==> src/rtl/vid_fetch_sched_if.sv <==
// Framebuffer memory port shared by the display fetch and the host.
// master = scheduler side, slave = memory side.
interface vid_fetch_sched_if #(
  parameter int unsigned AW = 18,
  parameter int unsigned DW = 32
) ();
  logic          mem_req;
  logic          mem_we;
  logic [AW-1:0] mem_addr;
  logic [DW-1:0] mem_wdata;
  logic          mem_ready;
  logic [DW-1:0] mem_rdata;

  modport master (
    output mem_req, mem_we, mem_addr, mem_wdata,
    input  mem_ready, mem_rdata
  );

  modport slave (
    input  mem_req, mem_we, mem_addr, mem_wdata,
    output mem_ready, mem_rdata
  );
endinterface

==> src/rtl/vid_fetch_sched.sv <==
// Line fetch scheduler: prefetches the next active line into a double-banked
// line buffer and lends the framebuffer port to the host outside fetch bursts.
module vid_fetch_sched #(
  parameter int unsigned WIDTH      = 10,
  parameter int unsigned LINE_WORDS = 160,
  parameter int unsigned AW         = 18,
  parameter int unsigned DW         = 32,
  parameter int unsigned RD_LAT     = 2
) (
  input  logic                          clk_pix,
  input  logic                          rst_pix_n,
  input  logic                          en,
  input  logic [WIDTH-1:0]              sx,
  input  logic [WIDTH-1:0]              sy,
  input  logic [AW-1:0]                 fb_base,
  vid_fetch_sched_if.master             mem,
  input  logic                          host_req,
  input  logic                          host_we,
  input  logic [AW-1:0]                 host_addr,
  input  logic [DW-1:0]                 host_wdata,
  output logic                          host_gnt,
  output logic                          host_rvalid,
  output logic [DW-1:0]                 host_rdata,
  output logic                          lb_we,
  output logic                          lb_bank,
  output logic [$clog2(LINE_WORDS)-1:0] lb_waddr,
  output logic [DW-1:0]                 lb_wdata,
  output logic                          fetch_done,
  output logic                          underrun
);

  localparam int unsigned IW = $clog2(LINE_WORDS);
  localparam int unsigned CW = $clog2(LINE_WORDS + 1);

  // Video mode timing selected by the coordinate width
  localparam int unsigned H_ACT = (WIDTH == 14) ? 1919 : (WIDTH == 12) ? 1279 : 639;
  localparam int unsigned H_TOT = (WIDTH == 14) ? 2199 : (WIDTH == 12) ? 1649 : 799;
  localparam int unsigned V_ACT = (WIDTH == 14) ? 1079 : (WIDTH == 12) ? 719  : 479;
  localparam int unsigned V_TOT = (WIDTH == 14) ? 1124 : (WIDTH == 12) ? 749  : 524;

  typedef enum logic [1:0] {IDLE, FETCH, DRAIN} state_t;

  typedef struct packed {
    logic          valid;
    logic          host;
    logic [IW-1:0] idx;
  } ret_t;

  state_t        state;
  logic [AW-1:0] addr0;
  logic [IW-1:0] issue_cnt;
  logic [CW-1:0] ret_cnt;
  ret_t          ret_pipe [RD_LAT];

  logic [WIDTH-1:0] nl_c;
  logic             nl_act_c;
  logic             trig_c;
  logic             fetching_c;
  logic             host_sel_c;
  logic             disp_acc_c;
  logic             host_rd_acc_c;
  ret_t             ret_in_c;
  ret_t             ret_out_c;

  // Trigger decode and port arbitration; display fetch always wins the port
  always_comb begin
    nl_c          = (sy == WIDTH'(V_TOT)) ? '0 : sy + WIDTH'(1);
    nl_act_c      = (sy < WIDTH'(V_ACT)) || (sy == WIDTH'(V_TOT));
    trig_c        = (sx == WIDTH'(H_ACT)) && en && (state == IDLE) && nl_act_c;
    fetching_c    = (state == FETCH);
    host_sel_c    = rst_pix_n && !fetching_c;
    host_gnt      = host_sel_c && host_req && mem.mem_ready;
    disp_acc_c    = fetching_c && mem.mem_ready;
    host_rd_acc_c = host_gnt && !host_we;

    mem.mem_req   = rst_pix_n && (fetching_c || host_req);
    mem.mem_we    = host_sel_c && host_req && host_we;
    mem.mem_addr  = fetching_c ? addr0 + AW'(issue_cnt)
                  : (host_sel_c ? host_addr : '0);
    mem.mem_wdata = host_sel_c ? host_wdata : '0;

    ret_in_c       = '0;
    ret_in_c.valid = disp_acc_c || host_rd_acc_c;
    ret_in_c.host  = host_rd_acc_c;
    ret_in_c.idx   = disp_acc_c ? issue_cnt : '0;
  end

  // Read returns are steered by the tag that travelled with the request
  always_comb begin
    ret_out_c   = ret_pipe[RD_LAT-1];
    lb_we       = ret_out_c.valid && !ret_out_c.host;
    lb_waddr    = lb_we ? ret_out_c.idx : '0;
    lb_wdata    = lb_we ? mem.mem_rdata : '0;
    host_rvalid = ret_out_c.valid && ret_out_c.host;
    host_rdata  = host_rvalid ? mem.mem_rdata : '0;
    fetch_done  = (state == DRAIN) && (ret_cnt == CW'(LINE_WORDS));
  end

  always_ff @(posedge clk_pix or negedge rst_pix_n) begin
    if (!rst_pix_n) begin
      state     <= IDLE;
      addr0     <= '0;
      issue_cnt <= '0;
      ret_cnt   <= '0;
      lb_bank   <= 1'b0;
      underrun  <= 1'b0;
      for (int i = 0; i < int'(RD_LAT); i++) ret_pipe[i] <= '0;
    end else begin
      ret_pipe[0] <= ret_in_c;
      for (int i = 1; i < int'(RD_LAT); i++) ret_pipe[i] <= ret_pipe[i-1];

      if (lb_we) ret_cnt <= ret_cnt + CW'(1);

      // A fetch still in flight at end of line means this line missed its data
      if ((sx == WIDTH'(H_TOT)) && (state != IDLE)) underrun <= 1'b1;

      case (state)
        IDLE: begin
          if (trig_c) begin
            addr0     <= fb_base + AW'(nl_c) * AW'(LINE_WORDS);
            lb_bank   <= ~lb_bank;
            issue_cnt <= '0;
            ret_cnt   <= '0;
            state     <= FETCH;
          end
        end
        FETCH: begin
          if (disp_acc_c) begin
            issue_cnt <= issue_cnt + IW'(1);
            if (issue_cnt == IW'(LINE_WORDS - 1)) state <= DRAIN;
          end
        end
        DRAIN: begin
          if (fetch_done) state <= IDLE;
        end
        default: state <= IDLE;
      endcase
    end
  end

endmodule
==> src/flat_wrapper.sv <==
// flat-port wrapper written by rule: the top's interface ports become plain ports
module vid_fetch_sched_flat 
#(
  parameter int unsigned WIDTH      = 10,
  parameter int unsigned LINE_WORDS = 160,
  parameter int unsigned AW         = 18,
  parameter int unsigned DW         = 32,
  parameter int unsigned RD_LAT     = 2
)
  (clk_pix, rst_pix_n, en, sx, sy, fb_base, host_req, host_we, host_addr, host_wdata, host_gnt, host_rvalid, host_rdata, lb_we, lb_bank, lb_waddr, lb_wdata, fetch_done, underrun, mem_mem_req, mem_mem_we, mem_mem_addr, mem_mem_wdata, mem_mem_ready, mem_mem_rdata);
  vid_fetch_sched_if #(.AW(AW), .DW(DW)) mem_i ();
  input  logic clk_pix;
  input  logic rst_pix_n;
  input  logic en;
  input  logic [WIDTH-1:0] sx;
  input  logic [WIDTH-1:0] sy;
  input  logic [AW-1:0] fb_base;
  input  logic host_req;
  input  logic host_we;
  input  logic [AW-1:0] host_addr;
  input  logic [DW-1:0] host_wdata;
  output logic host_gnt;
  output logic host_rvalid;
  output logic [DW-1:0] host_rdata;
  output logic lb_we;
  output logic lb_bank;
  output logic [$clog2(LINE_WORDS)-1:0] lb_waddr;
  output logic [DW-1:0] lb_wdata;
  output logic fetch_done;
  output logic underrun;
  output wire logic [$bits(mem_i.mem_req)-1:0] mem_mem_req;
  output wire logic [$bits(mem_i.mem_we)-1:0] mem_mem_we;
  output wire logic [$bits(mem_i.mem_addr)-1:0] mem_mem_addr;
  output wire logic [$bits(mem_i.mem_wdata)-1:0] mem_mem_wdata;
  input wire logic [$bits(mem_i.mem_ready)-1:0] mem_mem_ready;
  input wire logic [$bits(mem_i.mem_rdata)-1:0] mem_mem_rdata;
  assign mem_mem_req = mem_i.mem_req;
  assign mem_mem_we = mem_i.mem_we;
  assign mem_mem_addr = mem_i.mem_addr;
  assign mem_mem_wdata = mem_i.mem_wdata;
  assign mem_i.mem_ready = mem_mem_ready;
  assign mem_i.mem_rdata = mem_mem_rdata;
  vid_fetch_sched #(.WIDTH(WIDTH), .LINE_WORDS(LINE_WORDS), .AW(AW), .DW(DW), .RD_LAT(RD_LAT)) u_core (.clk_pix(clk_pix), .rst_pix_n(rst_pix_n), .en(en), .sx(sx), .sy(sy), .fb_base(fb_base), .mem(mem_i), .host_req(host_req), .host_we(host_we), .host_addr(host_addr), .host_wdata(host_wdata), .host_gnt(host_gnt), .host_rvalid(host_rvalid), .host_rdata(host_rdata), .lb_we(lb_we), .lb_bank(lb_bank), .lb_waddr(lb_waddr), .lb_wdata(lb_wdata), .fetch_done(fetch_done), .underrun(underrun));
endmodule
==> config.mk <==
export PLATFORM = sky130hd
export DESIGN_NAME = vid_fetch_sched_flat
export DESIGN_NICKNAME = d
export VERILOG_FILES = /design/src/rtl/vid_fetch_sched_if.sv /design/src/rtl/vid_fetch_sched.sv /design/src/flat_wrapper.sv
export SDC_FILE = /design/constraint.sdc
export NUM_CORES = 1
export LEC_CHECK = 0
export CAP_MARGIN = 10
export CORE_MARGIN = 1
export CORE_UTILIZATION = 44
export CTS_CLUSTER_SIZE = 10
export DETAILED_ROUTE_END_ITERATION = 6
export PLACE_DENSITY = 0.88
export SETUP_SLACK_MARGIN = 0.2
export SYNTH_ARGS = -nofsm -noshare
export SYNTH_HDL_FRONTEND = slang
export SYNTH_SLANG_ARGS = --single-unit
==> constraint.sdc <==
create_clock -name clk_pix -period 4.16 [get_ports clk_pix]
set_clock_uncertainty 0.05 [all_clocks]
set_input_delay 0.624 -clock clk_pix [delete_from_list [all_inputs] [get_ports clk_pix]]
set_output_delay 0.624 -clock clk_pix [all_outputs]
set_load 0.02 [all_outputs]
==> results.py <==
metrics = {
    "power_and_ir_drop": {
        "power_per_cell_area_mw_per_mm2": 278,
        "seq_power_share": 0.283,
        "p_leak_nw": 3.98,
        "pwr-share-comb": 0.437,
        "swShare": 0.334,
        "vdd_ir_drop_max_uv": 210,
        "clkPwrFrac": 0.281,
        "p_switching_w": 0.000785,
        "p_int_w": 0.00157,
    },
    "clock_network": {
        "cts_tree": "built",
        "cts.sinks": 58,
        "clockRootBuffer": "clkbuf_8",
        "htreeDepth": 3,
        "clockBufferDepth": 2,
        "clk_pin_slew_ps": 80,
        "cts_hold_buf": 0,
        "cts_buffers": 9,
        "clkLatencyLatePin_ps": 350,
    },
    "final_layout": {
        "finalCoreUtilization": 0.805,
        "fin_nets": 1066,
        "mostFrequentLayoutCells": "clkdlybuf4s50_1, and3_1, buf_4",
        "final_common_cell": "clkdlybuf4s50_1",
        "areaGrowthSynthToFinish_pct": 74.3,
        "n_antenna_cell": 0,
        "drive_gt1_frac": 0.153,
        "fillerInstances": 595,
    },
    "grt": {
        "overflow": 0,
        "grtUsageTotal": 0.297,
        "antenna_found_initial": 0,
        "grt_pass1_vias": 5377,
        "grt_max_degree": 67,
        "grt_pass1_wl_um": 26800,
    },
    "logic_synthesis": {
        "synth_edf_count": 0,
        "synth_area_leaders": "dfrtp_1, ha_1, and3_1",
        "synthArstFlopShare": 1.00,
        "synth_nets": 761,
        "synth-seq-cells": 58,
        "yosys.area.top_type": "dfrtp_1",
        "synthDistinctLibCells": 49,
        "netlist.area_leader.share": 0.299,
        "synth_top_flop_cell": "dfrtp_1",
        "synth_area_mm2": 0.00485,
        "syn_inst": 593,
        "syn_avg_cell_area_um2": 8.18,
        "yosysSeqAreaShare": 0.299,
        "ys_warn_count": 0,
    },
    "timing": {
        "setup_viol": 2,
        "relSlewSlack": 0.413,
        "rsz0062_at_grt": "true",
        "period_needed_ps": 4270,
        "hold_viol_final": 0,
        "worst_pin_slew_ps": 871,
        "fmax_mhz": 234,
        "slew_viol_final": 0,
        "finalCritPeriodShare": 1.03,
        "layout_setup_ws_ps": -114,
    },
    "worst_hold_path": {
        "hold_class": "in2async",
    },
    "route": {
        "wire_per_inst_um": 18.2,
        "antenna_left": 0,
        "via_count": 5811,
        "routed_via_density": 5.59,
        "drt_pass1_iterations": 7,
        "drt-total-wl_um": 18900,
        "drt_iter0_drc": 569,
        "drc": 0,
    },
    "die": {
        "die_x_um": 107,
        "start_util": 0.462,
        "fp.coreArea_mm2": 0.0105,
        "io-pin-count": 256,
        "die-area_mm2": 0.0114,
        "num_rows": 37,
        "fp.dieH_um": 107,
    },
    "setup_path": {
        "setup.worst_path.start_class": "primary input",
        "worst-setup-path-type": "in2reg",
        "max_stage_delay_ps": 380,
        "path_cells": "buf_6 > nand4b_1 > nor4bb_4 > buf_6 > nor2_2 > ha_1 > ha_1 > a21oi_2 > o211ai_1 > nor2_1 > o21ai_1 > xor2_1 > ha_1 > nand3_1 > o31ai_1 > a21oi_1 > xnor2_1 > o21ai_1",
        "cp-end-kind": "flip-flop",
        "cp_slowest_cell": "ha_1",
        "cpMostUsedCell": "ha_1",
        "cp_max_fo": 6,
        "worstPathArrival_ps": 4450,
        "cp.required_ps": 4330,
    },
    "run": {
        "drv_cap": 0,
    },
    "placement": {
        "routabilityCongestion": 0.883,
        "place_ws_ps": -603,
        "hpwl_um": 12700,
        "portBuffers": 255,
    },
    "status": {
        "violations": "negative setup slack",
        "status": "finished with violations",
    },
}
[state kept, by name, summed over array words and instances (netlist names)]
signal / flops
u_core.ret_pipe: 10
u_core.lb_bank: 1
u_core.ret_out_c: 10
u_core.addr0: 18
u_core.ret_cnt: 8
u_core.issue_cnt: 8
u_core.underrun: 1
u_core.state: 2
[final timing paths]
| kind | startpoint | to | slack, ps | depth (start not counted) |
|---|---|---|---|---|
| worst min-delay path | rst_pix_n | u_core.addr0[8] | 300 | 2 |
| worst max register to register | u_core.ret_out_c[9] | u_core.ret_cnt[7] | 1910 | 6 |
| min in group clk_pix | u_core.ret_pipe[16] | u_core.ret_out_c[6] | 300 | 0 |
| worst max-delay path | sy[8] | u_core.addr0[17] | -110 | 18 |
| worst min register to register | u_core.ret_pipe[16] | u_core.ret_out_c[6] | 300 | 0 |
| max in group asynchronous | rst_pix_n | u_core.ret_out_c[8] | 3320 | 2 |
[metrics by stage]
step           hold slack, ps  total power [W]  instance area, µm²  TNS [ps]  std cells
6_report                  298          0.00235                8450      -153       1039
5_1_grt                   307          0.00245                8450      -289       1039
4_1_cts                   298          0.00226                8290         0       1034
3_5_place_dp              285          0.00158                7920     -2870       1011
3_3_place_gp              282          0.00153                7920     -1140       1011
2_1_floorplan             278          0.00114                4880         0        593
[timing repair]
action | CTS | global route
resized for setup | 37 | 46
setup buffers | 7 | 5
endpoints found under the setup margin | 10 | 15
gates cloned | 0 | 0
pin swaps | 26 | 30
[synthesized netlist by cell type, types with 2 or more instances]
cell type	n
nand4b_1	3
nand3b_1	2
a2111oi_0	3
a31oi_1	2
nor3b_1	2
xnor2_1	34
nand4_1	5
nor2_1	39
nor4b_1	2
o21bai_1	3
a21oi_1	17
o21ai_0	27
dfrtp_1	58
nand2b_1	4
nor3_1	9
o211a_1	2
a22o_1	2
o21a_1	3
a211oi_1	2
o21ai_1	11
nor2b_1	7
buf_2	4
a21o_1	13
o31ai_1	4
nand3_1	28
ha_1	39
xor2_1	23
o211ai_1	2
nand2_1	58
clkbuf_1	28
inv_1	19
fa_1	3
and2_1	43
and3_1	77
[area by class of cell]
| class | count | area (µm²) | area share |
|---|---|---|---|
| multi-input combinational | 484 | 3430 | 0.406 |
| sequential | 58 | 1450 | 0.172 |
| timing repair buffer | 326 | 3080 | 0.364 |
| clock inverter | 7 | 125 | 0.0148 |
| tap | 136 | 170 | 0.0201 |
| clock buffer | 9 | 124 | 0.0147 |
| inverter | 19 | 71.3 | 0.00844 |
[critical path: cells and delay by family]
family | cells | cell delay [ps]
fa+ha+maj | 3 | 1130
xor+xnor | 2 | 380
simple gates | 5 | 970
compound gates | 6 | 1050
buf+inv | 2 | 280
[cell families (layout without fill, tap and decap cells)]
kind of cell | after synthesis | after routing | share of synthesized area
buffers and inverters | 51 | 361 | 0.0405
adders and majority gates | 42 | 42 | 0.113
xor gates and xnor gates | 57 | 57 | 0.103
and+or+nand+nor | 287 | 287 | 0.317
muxes | 1 | 1 | 0.00206
AOI/OAI and AO/OA | 97 | 97 | 0.125
DFF | 58 | 58 | 0.299
[power by group through the flow]
stage | Clock [W] | Combinational, W | Sequential, W
2_1_floorplan | 0 | 0.000481 | 0.000658
3_3_place_gp | 0 | 0.000867 | 0.000668
3_5_place_dp | 0 | 0.000907 | 0.000669
4_1_cts | 0.000661 | 0.000936 | 0.000660
5_1_grt | 0.000686 | 0.00110 | 0.000668
6_report | 0.000660 | 0.00103 | 0.000665
[layer usage]
metal | vias up | routed length (µm) | global-route usage
met5 | - | 0 | 0
met4 | 0 | 837 | 0.139
met3 | 76 | 1310 | 0.0608
met2 | 307 | 9570 | 0.525
met1 | 2758 | 7180 | 0.341
li1 | 2670 | - | -
Note: power is estimated with default switching activity, not from simulation.
